File: config.mk
export PLATFORM = sky130hd
export DESIGN_NAME = wb_grf_flat
export DESIGN_NICKNAME = d
export VERILOG_FILES = /design/src/rtl/wb_grf_if.sv /design/src/rtl/wb_grf.sv /design/src/flat_wrapper.sv
export SDC_FILE = /design/constraint.sdc
export NUM_CORES = 2
export LEC_CHECK = 0
export BUFFER_PORTS_ARGS = -buffer_cell sky130_fd_sc_hd__buf_4
export CELL_PAD_IN_SITES_DETAIL_PLACEMENT = 1
export CELL_PAD_IN_SITES_GLOBAL_PLACEMENT = 1
export CORE_MARGIN = 5
export CORE_UTILIZATION = 30
export DETAILED_ROUTE_END_ITERATION = 7
export GPL_TIMING_DRIVEN = 0
export PLACE_DENSITY_LB_ADDON = 0.1
export REMOVE_ABC_BUFFERS = 1
export SLEW_MARGIN = 20
export SYNTH_ARGS = -nofsm -noshare
export SYNTH_HDL_FRONTEND = slang
export SYNTH_SLANG_ARGS = --single-unit
File: constraint.sdc
create_clock -name Clk -period 3.6 [get_ports Clk]
set_clock_uncertainty 0.1 [all_clocks]
set_input_delay 0.72 -clock Clk [delete_from_list [all_inputs] [get_ports Clk]]
set_output_delay 0.72 -clock Clk [all_outputs]
set_load 0.02 [all_outputs]
File: src/rtl/wb_grf_if.sv
// wb_grf_if -- bundles the write-back stage inputs, the D-stage read
// addresses and the register-file results that pass between the pipeline
// and the general register file. The clock and reset are not part of the
// bundle.
//
// Signals (master = pipeline side, slave = register file side):
//   Instr_W  [31:0]  instruction word held in the W stage
//   A3W      [4:0]   destination register, 0 = no write
//   PC_W     [31:0]  PC of the W-stage instruction
//   ALUoutW  [31:0]  ALU result, or memory address for loads
//   DMreadW  [31:0]  raw aligned data-memory word
//   A1, A2   [4:0]   read addresses from the D stage
//   RD1, RD2 [31:0]  read data
//   WD_W     [31:0]  final write-back data, exported for forwarding
//   WE_W             write enable, exported for forwarding
interface wb_grf_if;
  logic [31:0] Instr_W;
  logic [4:0]  A3W;
  logic [31:0] PC_W;
  logic [31:0] ALUoutW;
  logic [31:0] DMreadW;
  logic [4:0]  A1;
  logic [4:0]  A2;
  logic [31:0] RD1;
  logic [31:0] RD2;
  logic [31:0] WD_W;
  logic        WE_W;

  modport master (
    output Instr_W, A3W, PC_W, ALUoutW, DMreadW, A1, A2,
    input  RD1, RD2, WD_W, WE_W
  );

  modport slave (
    input  Instr_W, A3W, PC_W, ALUoutW, DMreadW, A1, A2,
    output RD1, RD2, WD_W, WE_W
  );
endinterface

File: src/rtl/wb_grf.sv
// wb_grf -- write-back data selection plus the 32 x 32-bit general register
// file. Load results are extracted from the raw memory word, jal/jalr
// link addresses are formed as PC + 8, and everything else writes the
// ALU result. Register 0 always reads 0 and is never written.
//
// Ports:
//   Clk    rising-edge clock for all state
//   Reset  synchronous, active-high; clears every register, beats a write
//   bus    wb_grf_if.slave -- W-stage inputs, read addresses, RD1/RD2,
//          and the combinational WD_W/WE_W exported for forwarding
//
// Build option:
//   GRF_BYPASS_EN  when defined, a read of the register being written this
//                  cycle returns WD_W instead of the stored value.
module wb_grf (
  input  logic     Clk,
  input  logic     Reset,
  wb_grf_if.slave  bus
);

  localparam logic [5:0] OP_SPECIAL = 6'b000000;
  localparam logic [5:0] OP_JAL     = 6'b000011;
  localparam logic [5:0] OP_LB      = 6'b100000;
  localparam logic [5:0] OP_LH      = 6'b100001;
  localparam logic [5:0] OP_LW      = 6'b100011;
  localparam logic [5:0] OP_LBU     = 6'b100100;
  localparam logic [5:0] OP_LHU     = 6'b100101;
  localparam logic [5:0] FN_JALR    = 6'b001001;

  // Write-back data selection from opcode/funct, address low bits and memory word.
  function automatic logic [31:0] wb_select(
    input logic [5:0]  op,
    input logic [5:0]  funct,
    input logic [31:0] alu,
    input logic [31:0] dm,
    input logic [31:0] pc
  );
    logic [7:0]  byte_v;
    logic [15:0] half_v;
    logic [31:0] res_v;
    case (alu[1:0])
      2'b00:   byte_v = dm[7:0];
      2'b01:   byte_v = dm[15:8];
      2'b10:   byte_v = dm[23:16];
      2'b11:   byte_v = dm[31:24];
      default: byte_v = 8'h00;
    endcase
    // Halfword loads take the upper half when bit 1 is set; bit 0 is ignored.
    half_v = alu[1] ? dm[31:16] : dm[15:0];
    case (op)
      OP_LW:   res_v = dm;
      OP_LB:   res_v = {{24{byte_v[7]}}, byte_v};
      OP_LBU:  res_v = {24'h000000, byte_v};
      OP_LH:   res_v = {{16{half_v[15]}}, half_v};
      OP_LHU:  res_v = {16'h0000, half_v};
      OP_JAL:  res_v = pc + 32'd8;
      OP_SPECIAL: begin
        if (funct == FN_JALR) begin
          res_v = pc + 32'd8;
        end else begin
          res_v = alu;
        end
      end
      default: res_v = alu;
    endcase
    return res_v;
  endfunction

  logic [31:0] regs_q [32];
  logic [31:0] regs_d [32];
  logic [31:0] wd_s;
  logic        we_s;
  logic [31:0] rd1_s;
  logic [31:0] rd2_s;
  logic        unused_instr_bits_s;

  // Only the opcode and funct fields of the instruction matter here.
  assign unused_instr_bits_s = ^bus.Instr_W[25:6];

  // Write-back data and enable, combinational so forwarding sees them this cycle.
  always_comb begin
    wd_s = wb_select(bus.Instr_W[31:26], bus.Instr_W[5:0],
                     bus.ALUoutW, bus.DMreadW, bus.PC_W);
    we_s = (bus.A3W != 5'd0);
  end

  // Next register contents: reset clears all, else one addressed register updates.
  always_comb begin
    regs_d = regs_q;
    for (int i = 0; i < 32; i++) begin
      if (i == 0) begin
        regs_d[i] = 32'h0000_0000;
      end else if (Reset) begin
        regs_d[i] = 32'h0000_0000;
      end else if (we_s && (bus.A3W == 5'(i))) begin
        regs_d[i] = wd_s;
      end else begin
        regs_d[i] = regs_q[i];
      end
    end
  end

  // Register array state.
  always_ff @(posedge Clk) begin
    for (int i = 0; i < 32; i++) begin
      regs_q[i] <= regs_d[i];
    end
  end

  // Read port 1: address 0 is hard-wired to zero.
  always_comb begin
    rd1_s = 32'h0000_0000;
    if (bus.A1 == 5'd0) begin
      rd1_s = 32'h0000_0000;
`ifdef GRF_BYPASS_EN
    end else if (we_s && (bus.A1 == bus.A3W)) begin
      rd1_s = wd_s;
`endif
    end else begin
      rd1_s = regs_q[bus.A1];
    end
  end

  // Read port 2: address 0 is hard-wired to zero.
  always_comb begin
    rd2_s = 32'h0000_0000;
    if (bus.A2 == 5'd0) begin
      rd2_s = 32'h0000_0000;
`ifdef GRF_BYPASS_EN
    end else if (we_s && (bus.A2 == bus.A3W)) begin
      rd2_s = wd_s;
`endif
    end else begin
      rd2_s = regs_q[bus.A2];
    end
  end

  assign bus.WD_W = wd_s;
  assign bus.WE_W = we_s;
  assign bus.RD1  = rd1_s;
  assign bus.RD2  = rd2_s;

endmodule

File: src/flat_wrapper.sv
// flat-port wrapper written by rule: the top's interface ports become plain ports
module wb_grf_flat 
  (Clk, Reset, bus_Instr_W, bus_A3W, bus_PC_W, bus_ALUoutW, bus_DMreadW, bus_A1, bus_A2, bus_RD1, bus_RD2, bus_WD_W, bus_WE_W);
  wb_grf_if bus_i ();
  input  logic Clk;
  input  logic Reset;
  input wire logic [$bits(bus_i.Instr_W)-1:0] bus_Instr_W;
  input wire logic [$bits(bus_i.A3W)-1:0] bus_A3W;
  input wire logic [$bits(bus_i.PC_W)-1:0] bus_PC_W;
  input wire logic [$bits(bus_i.ALUoutW)-1:0] bus_ALUoutW;
  input wire logic [$bits(bus_i.DMreadW)-1:0] bus_DMreadW;
  input wire logic [$bits(bus_i.A1)-1:0] bus_A1;
  input wire logic [$bits(bus_i.A2)-1:0] bus_A2;
  output wire logic [$bits(bus_i.RD1)-1:0] bus_RD1;
  output wire logic [$bits(bus_i.RD2)-1:0] bus_RD2;
  output wire logic [$bits(bus_i.WD_W)-1:0] bus_WD_W;
  output wire logic [$bits(bus_i.WE_W)-1:0] bus_WE_W;
  assign bus_i.Instr_W = bus_Instr_W;
  assign bus_i.A3W = bus_A3W;
  assign bus_i.PC_W = bus_PC_W;
  assign bus_i.ALUoutW = bus_ALUoutW;
  assign bus_i.DMreadW = bus_DMreadW;
  assign bus_i.A1 = bus_A1;
  assign bus_i.A2 = bus_A2;
  assign bus_RD1 = bus_i.RD1;
  assign bus_RD2 = bus_i.RD2;
  assign bus_WD_W = bus_i.WD_W;
  assign bus_WE_W = bus_i.WE_W;
  wb_grf u_core (.Clk(Clk), .Reset(Reset), .bus(bus_i));
endmodule
==> results.md <==
### Status
* outcome: complete, but fails checks
* violations in the final reports: setup timing

### Synthesis
* synthesized-area fraction occupied by xor and xnor cells: 0.434%
* number of instances in the synthesized netlist: 4806
* synth top area cells: dfxtp_1, mux4_2, a211oi_1
* leading area contributor after synthesis: dfxtp_1
* area share of the largest cell type after synthesis: 39.4%
* simple-gate share of the synthesized area: 9.29%
* compound-cell area share of the yosys netlist: 19.0%
* leading cell types by count after synthesis: nor2_1, dfxtp_1, a211oi_1, mux4_2, clkbuf_1
* sequential share of the synthesized area: 39.4%
* prevailing post-synth register cell: dfxtp_1
* adder and majority cell fraction of the synthesized area: 0.0248%
* share of synthesized registers carrying an async set or reset: 0%
* distinct cell type count of the synthesized netlist: 61
* mux share of post-synthesis cell area: 26.5%
* main combinational cell family by area after synthesis: multiplexers
* post-synthesis area per instance: 10.5 um2
* post-synthesis register bit count: 992
* number of warnings reported in the yosys synthesis log: 0
* Post-synth EDFFs: 0
* most used standard cell by instance count after synthesis: nor2_1
* synthesized area: 50400 um2

### Routing
* Remaining DRCs: 0
* DRT Wirelength: 251000 um
* via density per instance: 5.84
* DRT antenna net count: 0
* Routed WL per cell: 34.1 um
* via total after detailed routing: 43000
* number of DRC markers after the initial detailed-route iteration: 3658
* Initial DRT Pass Iterations: 5

### CTS
* clk slew on worst S/H paths: 0.06 ns
* total clock sinks: 992
* Skew-Pair Late Insertion Delay: 0.73 ns
* buffers from clock root to sink, at most: 3
* Root Buffer Master: clkbuf_16
* TritonCTS clock tree: yes
* number of buffers created by CTS: 117
* depth of the CTS H-tree: 3

### Worst setup path
* endpoint kind of the worst setup timing path: primary output
* reg-to-reg setup timing slack: 2.66 ns
* data arrival time of the critical path: 2.92 ns
* Worst Path Class, Setup: input port to primary output
* CP Data Required Time: 2.78 ns
* cell repeated most along the worst path: buf_16
* r2r startpoint: u_core.regs_q[290]
* R2R depth: 2
* Reg-to-Reg End: u_core.regs_q[290]
* capturing instance or port of the critical path: bus_WD_W[27]
* critical path launch point: bus_Instr_W[28]
* cell with the biggest individual delay on the critical path: a221o_2
* Crit path largest cell delay: 0.41 ns
* nature of the critical path startpoint: input port
* maximum fanout encountered on the critical timing path: 5
* ordered cell list for the critical path: buf_12, or2_4, a221oi_4, o21ai_4, clkbuf_16, buf_16, a221o_2, a21oi_4, buf_16, inv_4, buf_6

### Global route
* vias in the first global route: 43000
* GRT Resource Usage Total: 27.5%
* GRT met1 Usage: 35.3%
* Most Used Layer, Global Route: met2
* pin count of the biggest net entering global routing: 164
* met2 Use GR: 45.7%
* GRT Residual Overflow: 0
* number of antenna violations at the first check in global routing: 2
* GR Layer Usage met3: 3.57%
* first-pass GRT wire length: 344000 um

### STA
* Achievable Freq: 0.267 GHz
* post-route setup slack: -0.139 ns
* Worst Tran Pin Value: 1.17 ns
* setup repair after global routing missed its margin: yes
* final hold slack: 0.307 ns
* number of max-slew violations in the final report: 0
* period utilization: 104%
* endpoints failing setup: 37
* shortest period the worst path allows: 3.74 ns
* Fin. Hold Viols: 0
* worst-case headroom to the max-slew limit: 22.3%

### Run
* max-cap viol count: 0

### Pwr
* Sw Ratio: 28.0%
* cell internal power dissipation: 20.3 mW
* worst IR drop on VDD: 0.370 mV
* Pleak: 22.4 nW
* Switching Power: 7.92 mW
* Design Power: 28.3 mW
* Clock Power Share: 43.6%
* fraction of power consumed by sequential logic: 40.3%
* power density over the cells: 420 nW/um2
* portion of total power attributed to combinational logic: 16.0%

### Floorplan
* core region area: 167000 um2
* total I/O pin count: 242
* initial standard-cell utilization of the core: 30.2%
* Die Y-Extent: 420 um
* total die area: 176000 um2
* horizontal die dimension: 420 um
* row count: 150

### Layout
* registers with the most flip-flops: u_core.regs_q: 992 flops
* area growth from synthesis to layout: 33.4%
* Largest Register: u_core.regs_q
* ratio of cells with drive above 1 in the final layout: 33.7%
* number of nets at the end of the flow: 5199
* # fillers: 17600
* number of flip-flops in the largest register: 992

### Placed design
* port bufs: 221
* sum of net half-perimeters after detailed placement: 146000 um
* Placer Congestion: 0.769

### Hold path
* worst hold path class: input port to flip-flop

[stage by stage]
stage               cell area, um2  worst slack, ns  util, %  cells  TNS [ns]
floorplan                    47900            -1.61        -   4219   -222.34
global placement             52400            -8.44     31.3   6644  -6513.81
detailed placement           57000            -2.02     34.1   6822   -386.64
CTS                          66400           -0.198     39.7   7296     -3.40
global route                 67300           -0.163     40.2   7356     -3.34
finish                       67300           -0.139     40.2   7357     -2.26
[cell usage in the layout (no fill, tap or decap), types with 50 or more instances in the layout]
master,count
nor2_1,988
nand2_1,56
dfxtp_1,992
buf_6,103
buf_16,127
a21oi_1,50
a211oi_1,961
clkbuf_16,134
mux2i_1,61
buf_12,122
o21ai_0,54
buf_4,296
mux4_2,532
[worst max-delay path, delay by kind of cell]
kind | cells | cell delay [ns]
simple gates | 1 | 0.25
buf+inv | 6 | 0.76
compound gates | 4 | 1.15
[layer usage]
| layer | vias up | wire, um | part of all wire [%] |
|---|---|---|---|
| met5 | - | 0 | 0 |
| met4 | 0 | 14200 | 5.6 |
| met3 | 378 | 9740 | 3.9 |
| met2 | 1083 | 120000 | 48 |
| met1 | 22500 | 107000 | 42 |
| li1 | 19000 | - | - |
[layout make-up]
class | instances | area, um2 | area share (%)
diodes | 3 | 7.51 | 0.0112
clock buffers | 187 | 3680 | 5.48
clock inverters | 29 | 250 | 0.372
inverters | 60 | 324 | 0.482
multi-input cells | 3172 | 29600 | 44.0
flip-flops and latches | 992 | 19900 | 29.5
well taps | 2204 | 2760 | 4.10
repair buffers | 710 | 10800 | 16.1
[how the worst min path moves through the flow]
stage	from	endpoint	slack (ns)	cells past startpoint
2_1_floorplan	u_core.regs_q[165]	u_core.regs_q[165]	0.35	2
3_3_place_gp	u_core.regs_q[805]	u_core.regs_q[805]	0.37	2
3_5_place_dp	u_core.regs_q[69]	u_core.regs_q[69]	0.38	2
4_1_cts	bus_ALUoutW[11]	u_core.regs_q[555]	0.25	3
5_1_grt	bus_ALUoutW[4]	u_core.regs_q[132]	0.30	3
6_report	bus_ALUoutW[4]	u_core.regs_q[132]	0.31	3
[cell families (layout without fill, tap and decap cells)]
logic type,after synthesis,in the layout
compound gates,1296,1300
mux,661,661
xor+xnor,25,25
buf+inv,647,986
other cells,0,3
fa+ha+maj,1,1
flops,992,992
simple gates,1184,1185
[repair_timing]
item / 4_1_cts / 5_1_grt
resized for setup: 410 / 95
pin swaps: 49 / 36
setup buffers: 188 / 59
setup endpoints to repair: 96 / 79
hold buffers: 0 / 0
gates cloned: 75 / 12
[power by group through the flow]
stage,logic (mW),registers [mW],clock network [mW]
global route,4.70,11.4,13.0
global placement,3.22,11.6,0
finish,4.53,11.4,12.3
CTS,4.42,11.4,12.6
detailed placement,3.49,11.6,0
floorplan,1.47,11.6,0
(Power assumes the default switching activity.)
